`config.mk`:
```
export PLATFORM = sky130hd
export DESIGN_NAME = seg_scan
export DESIGN_NICKNAME = d
export VERILOG_FILES = /design/src/rtl/seg_scan.sv
export SDC_FILE = /design/constraint.sdc
export NUM_CORES = 1
export LEC_CHECK = 0
export ABC_AREA = 1
export BUFFER_PORTS_ARGS = -buffer_cell sky130_fd_sc_hd__buf_2
export CAP_MARGIN = 0
export CORE_AREA = 2 2 71 73
export DETAILED_ROUTE_END_ITERATION = 10
export DIE_AREA = 0 0 73 75
export PLACE_DENSITY = 0.78
export REMOVE_ABC_BUFFERS = 1
export SYNTH_ARGS = -nofsm -noshare
export SYNTH_HDL_FRONTEND = slang
export SYNTH_SLANG_ARGS = --single-unit
```
`constraint.sdc`:
```
create_clock -name clk -period 3.1 [get_ports clk]
set_clock_uncertainty 0.2 [all_clocks]
set_input_delay 0 -clock clk [delete_from_list [all_inputs] [get_ports clk]]
set_output_delay 0 -clock clk [all_outputs]
set_load 0.05 [all_outputs]
```
`src/rtl/seg_scan.sv`:
```
// seg_scan: time-multiplexed 7-segment driver with per-frame snapshot, ghosting guard
// and leading-zero blanking.
module seg_scan #(
  parameter int NUM_DIG     = 4,
  parameter int SCAN_DIV    = 50000,
  parameter int GUARD       = 2,
  parameter int SEG_ACT_LOW = 1,
  parameter int DIG_ACT_LOW = 1,
  parameter int BLANK_LZ    = 1
) (
  input  logic                 clk,
  input  logic                 reset_n,
  input  logic [4*NUM_DIG-1:0] dig_bus,
  input  logic [NUM_DIG-1:0]   dp_in,
  input  logic                 en,
  output logic [6:0]           seg_out,
  output logic                 dp_out,
  output logic [NUM_DIG-1:0]   dig_sel,
  output logic                 frame_tick
);
  localparam int DW = $clog2(SCAN_DIV);
  localparam int SW = $clog2(NUM_DIG);
  localparam logic SL = SEG_ACT_LOW != 0;
  localparam logic DL = DIG_ACT_LOW != 0;
  localparam logic [6:0] SEG_LUT [16] = '{
    7'h3F, 7'h06, 7'h5B, 7'h4F, 7'h66, 7'h6D, 7'h7D, 7'h07,
    7'h7F, 7'h6F, 7'h40, 7'h40, 7'h40, 7'h40, 7'h40, 7'h40
  };
  logic [DW-1:0]        div_q, div_d;
  logic [SW-1:0]        slot_q, slot_d;
  logic [4*NUM_DIG-1:0] snap_dig_q;
  logic [NUM_DIG-1:0]   snap_dp_q;
  logic [6:0]           seg_q, seg_d;
  logic                 dp_q, dp_d;
  logic [NUM_DIG-1:0]   sel_q, sel_d;
  logic                 tick_q;
  logic                 div_end, frame_end, show, blank;
  logic [3:0]           cur;
  assign div_end   = div_q == DW'(SCAN_DIV - 1);
  assign frame_end = div_end && slot_q == SW'(NUM_DIG - 1);
  assign div_d     = div_end ? '0 : div_q + 1'b1;
  assign slot_d    = !div_end ? slot_q : frame_end ? '0 : slot_q + 1'b1;
  assign cur       = snap_dig_q[{slot_q, 2'b00} +: 4];
  assign show      = en && div_q >= DW'(GUARD);
  // A digit is a leading zero when it and every more significant digit are zero
  always_comb begin
    blank = BLANK_LZ != 0 && slot_q != '0;
    for (int j = 0; j < NUM_DIG; j++)
      if (SW'(j) >= slot_q && snap_dig_q[4*j +: 4] != 4'd0) blank = 1'b0;
  end
  assign seg_d = ((show && !blank) ? SEG_LUT[cur] : 7'h00) ^ {7{SL}};
  assign dp_d  = (show && snap_dp_q[slot_q]) ^ SL;
  assign sel_d = (show ? NUM_DIG'(1) << slot_q : '0) ^ {NUM_DIG{DL}};
  always_ff @(posedge clk or negedge reset_n) begin
    if (!reset_n) begin
      div_q      <= '0;
      slot_q     <= '0;
      snap_dig_q <= '0;
      snap_dp_q  <= '0;
      seg_q      <= {7{SL}};
      dp_q       <= SL;
      sel_q      <= {NUM_DIG{DL}};
      tick_q     <= 1'b0;
    end else begin
      div_q  <= div_d;
      slot_q <= slot_d;
      if (frame_end) begin
        snap_dig_q <= dig_bus;
        snap_dp_q  <= dp_in;
      end
      seg_q  <= seg_d;
      dp_q   <= dp_d;
      sel_q  <= sel_d;
      tick_q <= frame_end;
    end
  end
  assign seg_out    = seg_q;
  assign dp_out     = dp_q;
  assign dig_sel    = sel_q;
  assign frame_tick = tick_q;
endmodule

```
==> Word-level counts from Yosys, hierarchy flattened <==
Memories as Yosys holds them, arrays and structs flattened.
Cells that the tools add are included.
{ "totals": {"output_inout_bits": 13, "n_memories": 1, "rom_bits": 112, "reg_bits": 51, "word_cells": 52} }
{ "memory_table": {"columns": ["memory", "depth", "word_bits", "read_ports", "rd_clocked_by_memory_dff", "wr", "line_no", "source"], "rows": [
  ["(name not given)", 16, 7, 1, 0, 0, "51", "assign seg_d = ((show && !blank) ? SEG_LUT[cur] : 7'h00) ^ {7{SL}};"]
]} }
{ "op_classes": {"n_addsub": 2, "bitwise_logic": 4, "n_reduce_logical": 14, "magnitude_cmp": 7, "muxes": 12, "eq_ne": 2, "n_shift": 2} }
{ "ops": {"columns": ["operator", "n"], "rows": [
  ["$mux 7", 3],
  ["$add 16x1->16 const B", 1],
  ["$eq 16x16->1 const B", 1],
  ["$ge 16x2->1 const B", 1],
  ["$mux 16", 1],
  ["$reduce_bool 4->1", 4],
  ["$shiftx 16x5->4", 1],
  ["$logic_and 1x1->1", 8],
  ["$not 7->7", 1],
  ["$ge 5x5->1 const B", 1],
  ["$mux 1", 5],
  ["$not 4->5", 1],
  ["$ge 1x2->1 const A", 2],
  ["$ge 2x2->1 const A", 2],
  ["$mux 4", 1],
  ["$not 4->4", 1],
  ["$shl 1x2->4 const A", 1],
  ["$lt 2x3->1 const B", 1],
  ["$add 2x1->2 const B", 1],
  ["$bmux 1 s2", 1],
  ["$eq 2x2->1 const B", 1],
  ["$mux 2", 1],
  ["$reduce_bool 2->1", 1],
  ["$logic_not 1->1", 1],
  ["$not 1->1", 1]
]} }

==> Depth between registers and ports, before layout <==
Gate-level depths: netlist (run 1).
{ "depth": {"depth_word": 10, "depth_mapped": 11, "depth_no_buf": 10} }

==> Worst setup path after synthesis (run 1) <==
OpenSTA, ideal clock, no wires.
{ "synth_timing": {"path_kind": "flip-flop to flip-flop", "start": "reg slot_q[0]", "end": "reg seg_q[3] (netlist: seg_out[3])", "path_stages_with_launch": 10, "t_arrival_ns": 1.629, "setup_slack_ns": 1.173, "synth_period_minus_slack_ns": 1.927, "setup_time_ns": 0.098, "path_cell_list": "dfrtp_1 inv_1 buf_2 nand2_1 a32oi_1 inv_1 ha_1 nand3_1 nand3_1 nand3_1"} }
{ "synth_between": {"elab_chain_len": 10, "word_cells_on_any_way": 22} }
{ "synth_rtl": {"columns": ["item", "line_no", "source"], "rows": [
  ["start: declaration", "30", "logic [SW-1:0] slot_q, slot_d;"],
  ["start signal: assignment", "66", "slot_q <= slot_d;"],
  ["parallel branches: the longest is 8 deep, another holds $mem_v2 16x7", null, null],
  ["$mux 7 *", "51", null],
  ["$not 7->7 (no line) *", null, null],
  ["named net seg_d[3]", "33", "logic [6:0] seg_q, seg_d;"],
  ["end signal: assignment", "60", "seg_q <= {7{SL}};"],
  ["end signal: assignment", "71", "seg_q <= seg_d;"],
  ["end: declaration", "33", null]
]} }
Mark *: on every way through the listed nets, which the timed path passes. The select of a mux whose other input is x is not followed.
A chain may end at the register's enable or synchronous reset.

==> Worst setup path in the final report (run 1) <==
Same ends and word-level chain as after synthesis.

==> flow_summary.json, run 1 <==
{
  "result_of_the_run": "complete, no violations",
  "clock_tree_from_tritoncts": "built",
  "grt_max_degree": 38,
  "fp.dieH_um": 75,
  "fin_tns_setup_ns": 0,
  "final_net_count": 430,
  "overflow": 0,
  "buffering_stage_count_on_the_worst_path_with_inverters_included": 2,
  "num_antenna_cells": 0,
  "area.sequential_mm2": 0.00129,
  "ios": 36,
  "die_area_mm2": 0.00548,
  "floorplan.core_area_mm2": 0.00466,
  "hold_wc_path_type": "in -> async",
  "cts-buffers-inserted": 5,
  "worstPathMaxFanout": 14,
  "die_x_um": 73,
  "slowest_stage": "sky130_fd_sc_hd__dfrtp_1",
  "dominantRegCellSynth": "sky130_fd_sc_hd__dfrtp_1",
  "detailedPlace.worstSlack_ns": 0.783,
  "grt_pass1_vias": 2122,
  "utilization_of_the_core_after_routing_pct": 68.8,
  "buffer_ports.inserted": 35,
  "synth_top_family_by_area": "simple AND/OR/NAND/NOR gates",
  "crit_path_cell_chain": "inv_1, nand2_1, a32oi_1, inv_1, ha_1, nand3_1, nand3_1, nand3_1",
  "max-vdd-ir-drop_uv": 276,
  "end_kind": "flip-flop",
  "maxCapViolCount": 0,
  "ant_nets": 0,
  "path_common_cell": "sky130_fd_sc_hd__nand3_1",
  "synthArstFlopShare_pct": 100,
  "clkTransAtPathRegs_ns": 0.09,
  "max_frequency_mhz": 425,
  "crit_path_max_incr_delay_ns": 0.53,
  "slew-limit-headroom_pct": 47.1,
  "post-route-min-period_ns": 2.35,
  "hold_viol": 0,
  "synth_area_mm2": 0.00271,
  "postLayoutCellArea_mm2": 0.00321,
  "synth.area.top_cells": "sky130_fd_sc_hd__dfrtp_1 (36%), sky130_fd_sc_hd__nand2_1 (17%), sky130_fd_sc_hd__dfstp_2 (12%)",
  "viasPerCell": 5.10,
  "cts.sinks": 51,
  "yosys.area_share.xor_xnor_pct": 1.62,
  "globalRouteTotalUtil_pct": 22.7,
  "data_arrival_at_the_endpoint_of_the_critical_path_ns": 2.37,
  "yosys.area.top_type": "sky130_fd_sc_hd__dfrtp_1",
  "floorplan.initialDensity_pct": 58.1,
  "postSynthAreaPerCell_um2": 8.05,
  "synth_adder_area_share_pct": 5.55,
  "drt-initial-drc-count": 155,
  "synth_cell_type_count": 29,
  "final_layout_size_suffix_gt1_share_pct": 18.7,
  "syn_inst": 336,
  "detailroute.via_count": 2295,
  "slew_violations": 0,
  "cell_family_with_most_cp_delay": "buffers and inverters",
  "routabilityCongestion": 0.923,
  "number_of_enable_flip_flop_cells_after_synthesis": 0,
  "hpwlAfterDp_um": 3730,
  "clock_insertion_delay_worst_skew_ns": 0.31,
  "synth-compound-area-share_pct": 2.87,
  "wirelength_um": 5460,
  "leakagePower_nw": 1.65,
  "clock_path_buffers": 2,
  "drt_pass1_iterations": 5,
  "syn_to_final_growth_pct": 18.4,
  "muxShareOfSynthArea_pct": 0,
  "clock-root-buffer": "sky130_fd_sc_hd__clkbuf_8",
  "yosys_warnings": 0,
  "cellPowerDensity_mw_per_mm2": 344,
  "final_count_of_negative_setup_slack_endpoints": 0,
  "wire_length_of_the_first_global_routing_pass_um": 9580,
  "yosysTopAreaCellShare_pct": 36.1,
  "cp-start-kind": "flip-flop",
  "unrepaired_setup_endpoints_after_global_routing": "false",
  "path_class": "reg -> reg",
  "seq_area_frac_synth_pct": 47.7,
  "tightestPinTransition_ns": 0.793,
  "setup_ws_ns": 0.746,
  "detailed_place.area_mm2": 0.00290,
  "number_of_remaining_drc_errors": 0,
  "yosys_register_bits": 51,
  "period_share_pct": 75.9,
  "multi_input_area_mm2": 0.00125,
  "num-fill-cells": 360,
  "core.rowCount": 25,
  "worstPathRequired_ns": 3.11,
  "cts_htree_levels": 2,
  "number_of_antenna_violations_at_the_first_check_in_global_routing": 0,
  "post_synth_and_or_nand_nor_area_fraction_pct": 36.0,
  "drt-wirelength-per-cell_um": 12.1
}
[metrics by stage]
stage / power (mW) / instances / hold WS, ns
after floorplan: 0.693 / 330 / -0.496
after global placement: 0.722 / 420 / -0.0729
after detailed placement: 0.723 / 420 / -0.0714
after CTS: 1.12 / 450 / 0.132
after global routing: 1.15 / 450 / 0.194
final: 1.10 / 450 / 0.105
[path summary, 6_finish.rpt]
check	startpoint	to	slack, ns	cells after the start
setup / recovery	slot_q[0]	seg_out[3]	0.75	8
max in group asynchronous	reset_n	dp_out	1.83	3
hold / removal	reset_n	div_q[10]	0.11	2
setup reg to reg	slot_q[0]	seg_out[3]	0.75	8
hold reg to reg	snap_dig_q[2]	snap_dig_q[2]	0.28	2
min in group clk	dig_bus[9]	snap_dig_q[9]	0.22	4
[report_power, final]
group          internal, mW  switching (mW)  total [mW]
Combinational        0.0306          0.0312      0.0618
Sequential            0.669        0.000314       0.669
Clock                 0.159           0.215       0.373
Total                 0.858           0.246        1.10
[area by class of cell]
class	count	area share (%)
multi-input cells	250	38.9
inverters	29	3.55
clock buffers	6	2.26
repair buffers	58	12.6
clock inverters	2	0.351
well taps	54	2.11
flip-flops and latches	51	40.3
[sequential cells by signal, indices dropped and copies added, names as in the netlist]
signal / flops
snap_dp_q: 4
frame_tick: 1
snap_dig_q: 16
seg_out: 7
slot_q: 2
div_q: 16
dp_out: 1
dig_sel: 4
[repair_timing]
action	4_1_cts	5_1_grt
hold buffers	22	0
setup buffers	0	0
endpoints found under the hold margin	57	0
gates resized for setup	0	0
[synth_stat cells, types with 3 or more instances]
library cell	instances
sky130_fd_sc_hd__xor2_1	4
sky130_fd_sc_hd__nand2_4	4
sky130_fd_sc_hd__o21bai_1	3
sky130_fd_sc_hd__nor3_1	4
sky130_fd_sc_hd__nand3_1	28
sky130_fd_sc_hd__nand2_1	123
sky130_fd_sc_hd__a21oi_1	4
sky130_fd_sc_hd__nor2_4	4
sky130_fd_sc_hd__o21ai_0	4
sky130_fd_sc_hd__nor2_1	43
sky130_fd_sc_hd__nand4_1	5
sky130_fd_sc_hd__ha_1	12
sky130_fd_sc_hd__nand2_2	3
sky130_fd_sc_hd__inv_1	24
sky130_fd_sc_hd__dfrtp_1	39
sky130_fd_sc_hd__buf_6	4
sky130_fd_sc_hd__dfstp_2	12
[routing by layer]
metal / wire (um) / vias to the layer above / global-route usage, %
li1: - / 1169 / -
met1: 2680 / 1055 / 31.9
met2: 2460 / 64 / 35.5
met3: 255 / 7 / 4.42
met4: 69 / 0 / 7.41
met5: 0 / - / 0
[kinds of logic after synthesis]
kind of cell / count (synthesis)
buf+inv: 35
flops: 51
simple gates: 220
xor+xnor: 5
fa+ha+maj: 12
compound gates: 13
[cell usage in the layout, fill, tap and decap left out]
cell type / n
sky130_fd_sc_hd__o21bai_1: 3
sky130_fd_sc_hd__buf_2: 35
sky130_fd_sc_hd__nor3_1: 4
sky130_fd_sc_hd__buf_4: 1
sky130_fd_sc_hd__inv_2: 2
sky130_fd_sc_hd__dfrtp_1: 39
sky130_fd_sc_hd__xnor2_1: 1
sky130_fd_sc_hd__or2_2: 1
sky130_fd_sc_hd__clkinv_2: 3
sky130_fd_sc_hd__inv_4: 2
sky130_fd_sc_hd__nand4_2: 1
sky130_fd_sc_hd__xor2_1: 4
sky130_fd_sc_hd__dfstp_2: 12
sky130_fd_sc_hd__nor3b_1: 2
sky130_fd_sc_hd__nor2_1: 43
sky130_fd_sc_hd__clkbuf_8: 5
sky130_fd_sc_hd__nor2_4: 4
sky130_fd_sc_hd__a32oi_1: 1
sky130_fd_sc_hd__inv_1: 24
sky130_fd_sc_hd__dlygate4sd3_1: 22
sky130_fd_sc_hd__nor3_2: 1
sky130_fd_sc_hd__clkbuf_1: 1
sky130_fd_sc_hd__a21oi_1: 4
sky130_fd_sc_hd__nand3b_1: 1
sky130_fd_sc_hd__nand2_2: 3
sky130_fd_sc_hd__nand4_1: 5
sky130_fd_sc_hd__o21ai_0: 4
sky130_fd_sc_hd__o22ai_1: 1
sky130_fd_sc_hd__nand3_1: 28
sky130_fd_sc_hd__nand2_1: 123
sky130_fd_sc_hd__nand2_4: 4
sky130_fd_sc_hd__ha_1: 12
Power figures use the tool's default switching activity.
==> run 2, diff against run 1 <==
--- a/config.mk
+++ b/config.mk
@@ -8,10 +8,10 @@
 export ABC_AREA = 1
 export BUFFER_PORTS_ARGS = -buffer_cell sky130_fd_sc_hd__buf_2
 export CAP_MARGIN = 0
-export CORE_AREA = 2 2 71 73
+export CORE_AREA = 2 2 72 74
 export DETAILED_ROUTE_END_ITERATION = 10
-export DIE_AREA = 0 0 73 75
-export PLACE_DENSITY = 0.78
+export DIE_AREA = 0 0 74 76
+export PLACE_DENSITY = 0.76
 export REMOVE_ABC_BUFFERS = 1
 export SYNTH_ARGS = -nofsm -noshare
 export SYNTH_HDL_FRONTEND = slang
==> constraint.sdc (replaced) <==
create_clock -name clk -period 2.25 [get_ports clk]
set_clock_uncertainty 0.2 [all_clocks]
set_input_delay 0 -clock clk [delete_from_list [all_inputs] [get_ports clk]]
set_output_delay 0 -clock clk [all_outputs]
set_load 0.05 [all_outputs]
==> run 2 against run 1 <==
Against the previous run:
- critical path depth unchanged
- clock-buffer cell count increased by 1
- fmax increased by 15%
- highest routed layer unchanged
- total power increased by 37%
- flip-flop and latch count unchanged
- critical path type unchanged
- setup slack got worse by 0.54 ns
- utilization decreased by 2.6 points
- combinational power increased by 43%
- first-iteration DRC count decreased by 15%
==> flow_summary.json, run 2 (same netlist as run 1, synthesis figures left out) <==
{
  "cts_htree_levels": 2,
  "r2r_end": "seg_out[3]",
  "final_net_count": 432,
  "drt-wirelength-per-cell_um": 11.8,
  "wire_length_of_the_first_global_routing_pass_um": 9530,
  "num_antenna_cells": 0,
  "unrepaired_setup_endpoints_after_global_routing": "false",
  "crit_path_cell_chain": "inv_1, nand2_1, a32oi_1, inv_1, ha_1, nand3_1, nand3_1, nand3_1",
  "wirelength_um": 5530,
  "ios": 36,
  "buffer_ports.inserted": 35,
  "data_arrival_at_the_endpoint_of_the_critical_path_ns": 2.06,
  "cellPowerDensity_mw_per_mm2": 466,
  "leakagePower_nw": 1.66,
  "drt-initial-drc-count": 132,
  "postCtsHoldBufs": 22,
  "floorplan.initialDensity_pct": 55.1,
  "period_share_pct": 90.8,
  "ant_nets": 0,
  "detailroute.via_count": 2279,
  "max_frequency_mhz": 489,
  "timing.hold.ws_ns": 0.0168,
  "mostFrequentLayoutCells": "sky130_fd_sc_hd__nand2_1 (123), sky130_fd_sc_hd__nor2_1 (43), sky130_fd_sc_hd__dfrtp_1 (39)",
  "die_x_um": 74,
  "cell_family_with_most_cp_delay": "flip-flops",
  "path_class": "reg -> reg",
  "cp-endpoint": "seg_out[3]",
  "cts-buffers-inserted": 5,
  "clock_tree_from_tritoncts": "built",
  "clock_insertion_delay_worst_skew_ns": 0.31,
  "grt_max_degree": 28,
  "reg2reg_slack_ns": 0.21,
  "place_inst": 438,
  "drt_pass1_iterations": 4,
  "end_kind": "flip-flop",
  "path_common_cell": "sky130_fd_sc_hd__nand3_1",
  "viasPerCell": 4.87,
  "critical_path_cell_count": 8,
  "slowest_stage": "sky130_fd_sc_hd__dfrtp_1",
  "final_count_of_negative_setup_slack_endpoints": 0,
  "hold_wc_path_type": "in -> async",
  "detail_route.wirelength.met1_um": 2690,
  "cts_resized": 0,
  "worstRegToRegCells": 8,
  "postLayoutCellArea_mm2": 0.00325,
  "final_layout_size_suffix_gt1_share_pct": 18.8,
  "hold_viol": 0,
  "number_of_antenna_violations_at_the_first_check_in_global_routing": 0,
  "floorplan.core_area_mm2": 0.00491,
  "wl_met2_um": 2540,
  "globalRouteTotalUtil_pct": 21.6,
  "most_frequent_standard_cell_in_the_layout_excluding_fill_and_tap_cells": "sky130_fd_sc_hd__nand2_1",
  "crit_path_max_incr_delay_ns": 0.44,
  "overflow": 0,
  "detailed_place.area_mm2": 0.00295,
  "clkTransAtPathRegs_ns": 0.09,
  "cts.sinks": 51,
  "slew-limit-headroom_pct": 61.0,
  "startpoint": "slot_q[0]",
  "buffering_stage_count_on_the_worst_path_with_inverters_included": 2,
  "maxCapViolCount": 0,
  "clock_path_buffers": 2,
  "highest-signal-layer": "met4",
  "tightestPinTransition_ns": 0.586,
  "grt_pass1_vias": 2102,
  "worstPathMaxFanout": 7,
  "startpoint_of_the_worst_slack_reg_to_reg_timing_path": "slot_q[0]",
  "stdcell_count": 468,
  "number_of_remaining_drc_errors": 0,
  "met3RoutedLength_um": 199,
  "syn_to_final_growth_pct": 20.1,
  "die_area_mm2": 0.00562,
  "core.rowCount": 26,
  "clock-root-buffer": "sky130_fd_sc_hd__clkbuf_8",
  "fp.dieH_um": 76,
  "worstPathRequired_ns": 2.26,
  "max-vdd-ir-drop_uv": 358,
  "routabilityCongestion": 0.964,
  "cp-start-kind": "flip-flop",
  "post_cts.repair.setup_buffers": 0,
  "fin_tns_setup_ns": 0,
  "result_of_the_run": "complete, no violations",
  "post-layout-total-power_mw": 1.52,
  "hpwlAfterDp_um": 4020,
  "post-route-min-period_ns": 2.04,
  "slew_violations": 0
}
## run 2: power breakdown
part           total [mW]  leakage, nW  internal, mW  switching [mW]
registers           0.922        0.552         0.921        0.000514
clock network       0.505       0.0422         0.219           0.287
logic              0.0886         1.06        0.0445          0.0441
## run 2: how the worst min path moves through the flow
stage             from         to  slack, ns
2_1_floorplan  reset_n   div_q[0]      -0.50
3_3_place_gp   reset_n  div_q[14]      -0.17
3_5_place_dp   reset_n  div_q[14]      -0.17
4_1_cts        reset_n  div_q[14]       0.03
5_1_grt        reset_n  div_q[14]       0.08
6_report       reset_n  div_q[14]       0.02
## run 2: area by class of cell
cell class | count | area [um^2]
clock buffer | 7 | 76.3
multi-input combinational | 250 | 1250
tap | 70 | 87.6
clock inverter | 1 | 5.00
fill | 400 | 1660
sequential | 51 | 1290
timing repair buffer | 60 | 430
inverter | 29 | 114
## run 2: worst register-to-register path, delay by kind of cell (launching register included)
| kind | cells | cell delay (ns) |
|---|---|---|
| flip-flops | 1 | 0.44 |
| AND/OR/NAND/NOR | 4 | 0.36 |
| buffers and inverters | 2 | 0.36 |
| adder cells (fa/ha/maj) | 1 | 0.31 |
| AO/OA/AOI/OAI | 1 | 0.30 |
## run 2: routing by layer
layer,global-route usage (%),vias up
met4,8.55,0
met2,32.4,55
met3,3.70,9
met5,0,-
met1,30.9,1040
li1,-,1175
## run 2: stage by stage
stage                     utilization (%)  setup WS (ns)
after global routing                 66.2        0.00995
after CTS                            66.2          0.209
after global placement               60.0          0.314
after detailed placement             60.0          0.228
final                                66.2          0.206
after floorplan                         -          0.222
